===== src/rtl/gshare_global_predictor_pkg.sv =====
// Shared definitions for the gshare predictor and the branch chooser:
// counter encodings, FSM states, direction constants and default table sizes.
package gshare_global_predictor_pkg;

  localparam int PHT_AW_DEF = 8;
  localparam int GHR_W_DEF  = 8;

  typedef enum logic [1:0] {
    SNT = 2'b00,
    WNT = 2'b01,
    WT  = 2'b10,
    ST  = 2'b11
  } ctr_e;

  typedef enum logic {
    INIT = 1'b0,
    RUN  = 1'b1
  } state_e;

  localparam logic DIR_TAKEN     = 1'b1;
  localparam logic DIR_NOT_TAKEN = 1'b0;

  // The MSB of a 2-bit counter is the predicted direction.
  function automatic logic ctr_taken(input logic [1:0] cnt);
    return cnt[1];
  endfunction

endpackage


===== src/rtl/gshare_global_predictor_if.sv =====
// Fetch-lookup and execute-update bundle between the pipeline (master)
// and the gshare predictor (slave).
interface gshare_global_predictor_if
  import gshare_global_predictor_pkg::*;
#(
  parameter int PHT_AW = PHT_AW_DEF
);

  logic              stall;
  logic              ready;
  logic              fetch_valid;
  logic [31:0]       fetch_pc;
  logic              predict_taken;
  logic [PHT_AW-1:0] pred_index;
  logic              upd_valid;
  logic [PHT_AW-1:0] upd_index;
  logic              upd_taken;
  logic              upd_mispredict;

  modport master (
    output stall, fetch_valid, fetch_pc,
    output upd_valid, upd_index, upd_taken, upd_mispredict,
    input  ready, predict_taken, pred_index
  );

  modport slave (
    input  stall, fetch_valid, fetch_pc,
    input  upd_valid, upd_index, upd_taken, upd_mispredict,
    output ready, predict_taken, pred_index
  );

endinterface


===== src/rtl/gshare_global_predictor_sat_counter2.sv =====
// Combinational next-state of a 2-bit saturating direction counter;
// shared by the gshare table and the chooser.
module bp_sat_counter2
  import gshare_global_predictor_pkg::*;
(
  input  logic [1:0] cnt,
  input  logic       taken,
  output logic [1:0] cnt_next
);

  always_comb begin
    cnt_next = cnt;
    if (taken == DIR_TAKEN) begin
      if (cnt != ST) cnt_next = cnt + 2'd1;
    end else begin
      if (cnt != SNT) cnt_next = cnt - 2'd1;
    end
  end

endmodule


===== src/rtl/gshare_global_predictor.sv =====
// gshare direction predictor: PC xor speculative global history indexes a
// table of 2-bit counters trained at execute; mispredicts restore history.
module gshare_global_predictor
  import gshare_global_predictor_pkg::*;
#(
  parameter int PHT_AW = PHT_AW_DEF,
  parameter int GHR_W  = GHR_W_DEF
)(
  input  logic                       clk,
  input  logic                       resetn,
  gshare_global_predictor_if.slave   bus
);

  localparam int DEPTH = 1 << PHT_AW;

  if (GHR_W > PHT_AW) begin : g_bad_ghr_w
    $error("GHR_W must not exceed PHT_AW");
  end

  state_e            state;
  logic [PHT_AW-1:0] init_ptr;
  logic [GHR_W-1:0]  spec_ghr;
  logic [GHR_W-1:0]  arch_ghr;
  logic [1:0]        pht [DEPTH];

  logic              run;
  logic              flush;
  logic [PHT_AW-1:0] idx;
  logic [1:0]        upd_cnt;
  logic [1:0]        upd_cnt_next;
  logic              pht_we;
  logic [PHT_AW-1:0] pht_wa;
  logic [1:0]        pht_wd;
  logic              unused_pc_bits;

  function automatic logic [GHR_W-1:0] ghr_shift(input logic [GHR_W-1:0] ghr,
                                                 input logic            dir);
    return GHR_W'({ghr, dir});
  endfunction

  assign run   = (state == RUN);
  assign flush = bus.upd_valid & bus.upd_mispredict;

  // Lookup: history is zero-extended on the left before the XOR.
  assign idx               = bus.fetch_pc[PHT_AW+1:2] ^ PHT_AW'(spec_ghr);
  assign bus.pred_index    = run ? idx : '0;
  assign bus.predict_taken = run & bus.fetch_valid & ctr_taken(pht[idx]);
  assign bus.ready         = run;

  assign unused_pc_bits = ^{bus.fetch_pc[31:PHT_AW+2], bus.fetch_pc[1:0]};

  assign upd_cnt = pht[bus.upd_index];

  bp_sat_counter2 u_upd_ctr (
    .cnt      (upd_cnt),
    .taken    (bus.upd_taken),
    .cnt_next (upd_cnt_next)
  );

  // Single table write port: the init sweep while in INIT, training in RUN.
  always_comb begin
    pht_we = 1'b0;
    pht_wa = init_ptr;
    pht_wd = WNT;
    if (resetn) begin
      if (!run) begin
        pht_we = 1'b1;
      end else if (!bus.stall && bus.upd_valid) begin
        pht_we = 1'b1;
        pht_wa = bus.upd_index;
        pht_wd = upd_cnt_next;
      end
    end
  end

  always_ff @(posedge clk) begin
    if (!resetn) begin
      state    <= INIT;
      init_ptr <= '0;
      spec_ghr <= '0;
      arch_ghr <= '0;
    end else if (!run) begin
      init_ptr <= init_ptr + PHT_AW'(1);
      if (&init_ptr) state <= RUN;
    end else if (!bus.stall) begin
      // A flush overrides the shift of any lookup made in the same cycle.
      if (flush)
        spec_ghr <= ghr_shift(arch_ghr, bus.upd_taken);
      else if (bus.fetch_valid)
        spec_ghr <= ghr_shift(spec_ghr, bus.predict_taken);
      if (bus.upd_valid)
        arch_ghr <= ghr_shift(arch_ghr, bus.upd_taken);
    end
  end

  always_ff @(posedge clk) begin
    if (pht_we) pht[pht_wa] <= pht_wd;
  end

endmodule


===== src/flat_wrapper.sv =====
// flat-port wrapper written by rule: the top's interface ports become plain ports
module gshare_global_predictor_flat import gshare_global_predictor_pkg::*;
#(
  parameter int PHT_AW = PHT_AW_DEF,
  parameter int GHR_W  = GHR_W_DEF
)
  (clk, resetn, bus_stall, bus_fetch_valid, bus_fetch_pc, bus_upd_valid, bus_upd_index, bus_upd_taken, bus_upd_mispredict, bus_ready, bus_predict_taken, bus_pred_index);
  gshare_global_predictor_if #(.PHT_AW(PHT_AW)) bus_i ();
  input  logic clk;
  input  logic resetn;
  input wire logic [$bits(bus_i.stall)-1:0] bus_stall;
  input wire logic [$bits(bus_i.fetch_valid)-1:0] bus_fetch_valid;
  input wire logic [$bits(bus_i.fetch_pc)-1:0] bus_fetch_pc;
  input wire logic [$bits(bus_i.upd_valid)-1:0] bus_upd_valid;
  input wire logic [$bits(bus_i.upd_index)-1:0] bus_upd_index;
  input wire logic [$bits(bus_i.upd_taken)-1:0] bus_upd_taken;
  input wire logic [$bits(bus_i.upd_mispredict)-1:0] bus_upd_mispredict;
  output wire logic [$bits(bus_i.ready)-1:0] bus_ready;
  output wire logic [$bits(bus_i.predict_taken)-1:0] bus_predict_taken;
  output wire logic [$bits(bus_i.pred_index)-1:0] bus_pred_index;
  assign bus_i.stall = bus_stall;
  assign bus_i.fetch_valid = bus_fetch_valid;
  assign bus_i.fetch_pc = bus_fetch_pc;
  assign bus_i.upd_valid = bus_upd_valid;
  assign bus_i.upd_index = bus_upd_index;
  assign bus_i.upd_taken = bus_upd_taken;
  assign bus_i.upd_mispredict = bus_upd_mispredict;
  assign bus_ready = bus_i.ready;
  assign bus_predict_taken = bus_i.predict_taken;
  assign bus_pred_index = bus_i.pred_index;
  gshare_global_predictor #(.PHT_AW(PHT_AW), .GHR_W(GHR_W)) u_core (.clk(clk), .resetn(resetn), .bus(bus_i));
endmodule

===== config.mk =====
export PLATFORM = sky130hd
export DESIGN_NAME = gshare_global_predictor_flat
export DESIGN_NICKNAME = d
export VERILOG_FILES = /design/src/rtl/gshare_global_predictor_pkg.sv /design/src/rtl/gshare_global_predictor_if.sv /design/src/rtl/gshare_global_predictor_sat_counter2.sv /design/src/rtl/gshare_global_predictor.sv /design/src/flat_wrapper.sv
export SDC_FILE = /design/constraint.sdc
export NUM_CORES = 1
export LEC_CHECK = 0
export BUFFER_PORTS_ARGS = -buffer_cell sky130_fd_sc_hd__buf_4
export CAP_MARGIN = 20
export CORE_AREA = 3 3 289 291
export CTS_CLUSTER_SIZE = 20
export DETAILED_ROUTE_END_ITERATION = 7
export DIE_AREA = 0 0 292 294
export GPL_TIMING_DRIVEN = 0
export HOLD_SLACK_MARGIN = 0.02
export PLACE_DENSITY = 0.42
export SLEW_MARGIN = 20
export SYNTH_ARGS = -nofsm -noshare
export SYNTH_HDL_FRONTEND = slang
export SYNTH_HIERARCHICAL = 1
export SYNTH_SLANG_ARGS = --single-unit

===== constraint.sdc =====
create_clock -name clk -period 16.07 [get_ports clk]
set_input_delay 0 -clock clk [delete_from_list [all_inputs] [get_ports clk]]
set_output_delay 0 -clock clk [all_outputs]
set_load 0.02 [all_outputs]

==> metrics.txt <==
outcome finished clean; RSZ-0062 raised after global routing false; EDFF count, synth around 510; Register Area 15900 sq um; yosys synthesis warning count 6; Layout area overhead 16.5%; CP peak stage delay between 800 and 900 ps; count of final max-slew check failures 0; Max VDD drop approximately 0.085 mV; leakage power between 9 and 10 nW; Clock Tree Root clkbuf_16; top_reg_cell synth edfxtp_1; CTS Buf Count 60; Final period util between 30% and 40%; vias in the first global route 15000; Overall Global Routing Usage around a fifth; remaining antenna violation count 0; Worst path most repeated cell mux4_2; Die X ~300 microns; CP startpoint kind input port; Power Density 109 nW/um^2; crit end category flop; Clk Latency, worst-skew pair between 600 and 700 ps; Clock Tree Buf Depth 3; final instance area approximately 28000 sq um; register area share after synthesis about two thirds; most frequent cells in the layout edfxtp_1 (512), nor2_1 (286), mux4_2 (230); syn nets ~1500; WL/cell around 33 microns; Worst-Margin Slew 1170 ps; syn_area_per_cell 17.1 sq um; Worst Path Max Fanout 70; final setup margin ~11000 ps; count of different cell masters after synthesis 43; initial cell density of the core 30.1%; worst path cell trace clkbuf_1 -> clkbuf_1 -> clkbuf_1 -> mux4_2 -> mux4_2 -> mux4_2 -> mux4_2 -> maj3_2 -> or3_4 -> buf_12 -> buf_16; global-route wire length before repair roughly 120000 microns; CP top delay family buffers and inverters; vias per cell between 5 and 6; Reg clk slew, reported paths 60 ps; post-synthesis async set-or-reset flop share 0%; setup TNS 0 ps; H-tree levels 2; Post-Syn Instances 1425; Setup Skew between 20 and 30 ps; final wirelength 87400 microns; CTS tree yes; Hold-fix buffers, CTS 9; clk sink count roughly 540; WS Path Type in2reg; share of cells above drive strength 1 between 20% and 30%; Inserted Diodes 0; number of fill cells in the layout around 7700; Final Critical Period between 4000 and 5000 ps; Overall Power 0.00309 W; post-CTS setup buffer count 0; GR Overflow Total 0; Rows about 100; DP Wirelength between 60000 and 70000 microns; crit path buf inv count 5; die area ~86000 sq um; post-cts repair resize count 0; commonest non-fill, non-tap cell in the layout edfxtp_1; Hold Violations, Final 0; drt pass-1 iters 5; Yosys reg bits 536; starting DRC count in detailed routing between 1500 and 2000; routability cong. ~0.83; DRC 0; count of input and output buffers 27; Setup-failing EPs final 0; placed inst area 26200 sq um; Die Ht between 200 and 300 microns; Max Clk Rate 204 MHz; Slew headroom a little over a fifth; worst path required time 16390 ps; Top Ports between 50 and 60; largest net degree at the start of global routing slightly above 70; Worst Hold Class in2reg; initial antenna violation count 0; critical path's slowest cell clkbuf_1; final core occ about a third; Post-Place Setup Slack between 10000 and 15000 ps; Nets around 1600; cell area after synthesis between 20000 and 25000 sq um; Vias 14600; core area about 81000 sq um; CP arrival around 5200 ps; max_cap viols 0; Multi-input gate area between 8000 and 9000 sq um
## final cells by class
| cell class | instances | area share [%] |
|---|---|---|
| multi-input combinational | 785 | 28.5 |
| timing repair buffer | 47 | 1.93 |
| clock inverter | 40 | 1.54 |
| inverter | 2 | 0.0265 |
| clock buffer | 72 | 5.64 |
| buffer | 102 | 1.74 |
| tap | 1060 | 4.68 |
| sequential | 536 | 55.9 |
## worst paths after layout
check	slack (ps)	cells after the start	startpoint	end
max reg2reg	11440	11	u_core/spec_ghr[1]	u_core/spec_ghr[0]
min reg2reg	510	2	u_core/spec_ghr[7]	u_core/spec_ghr[7]
min	170	5	bus_fetch_valid	u_core/spec_ghr[0]
max	11160	11	bus_upd_index[1]	u_core/pht[89][0]
## report_power, final
part	internal, W	total, W	switching [W]
Clock	0.000850	0.00143	0.000581
Sequential	0.00151	0.00151	0.00000174
Combinational	0.0000470	0.000147	0.000100
## worst register-to-register path, stage by stage, from the launching register on
cell,delay (ps)
dfxtp_1,390
xor2_2,720
buf_4,410
buf_4,390
buf_4,350
buf_4,330
mux2i_1,430
mux2i_1,160
o2111ai_1,230
nand2_1,180
nor4b_1,720
o22ai_1,190
## sequential cells by signal (all words and copies together) (netlist names)
signal / flops
u_core/spec_ghr: 8
u_core/init_ptr: 8
u_core/arch_ghr: 7
u_core/pht: 512
u_core/bus.ready: 1
## stage by stage
stage,std cells,hold WS [ps]
after floorplan,1425,144
after global placement,2512,302
after detailed placement,2523,311
after CTS,2644,103
after global routing,2644,226
final,2644,170
## synthesized netlist by cell type, drive strengths merged, types with 7 or more instances
| library cell | count | area, sq um |
|---|---|---|
| dfxtp | 24 | 480 |
| nand3 | 44 | 220 |
| a311oi | 8 | 70.1 |
| clkbuf | 71 | 267 |
| xor2 | 11 | 96.3 |
| nand4 | 11 | 68.8 |
| nand2 | 68 | 255 |
| xnor2 | 7 | 61.3 |
| mux4 | 234 | 5290 |
| mux2i | 17 | 170 |
| edfxtp | 512 | 15400 |
| or3 | 9 | 56.3 |
| nand3b | 17 | 128 |
| a22oi | 7 | 52.6 |
| buf | 31 | 193 |
| nor2 | 286 | 1070 |
| and2 | 10 | 62.6 |
## layer usage
layer	wire, microns	vias to the layer above	GRT usage, %
li1	-	5963	-
met5	0	-	0
met1	37300	7937	27.7
met4	2270	0	5.83
met3	5670	103	3.86
met2	42100	589	33.4
## logic make-up (layout without fill, tap and decap cells)
| group | Yosys count | in the layout | synth area share (%) |
|---|---|---|---|
| buf+inv | 104 | 263 | 1.92 |
| fa+ha+maj | 3 | 3 | 0.144 |
| flops | 536 | 536 | 65.2 |
| xor+xnor | 18 | 18 | 0.648 |
| mux | 255 | 255 | 22.6 |
| simple gates | 460 | 460 | 8.05 |
| compound gates | 49 | 49 | 1.45 |
Note: power is estimated with default switching activity, not from simulation.
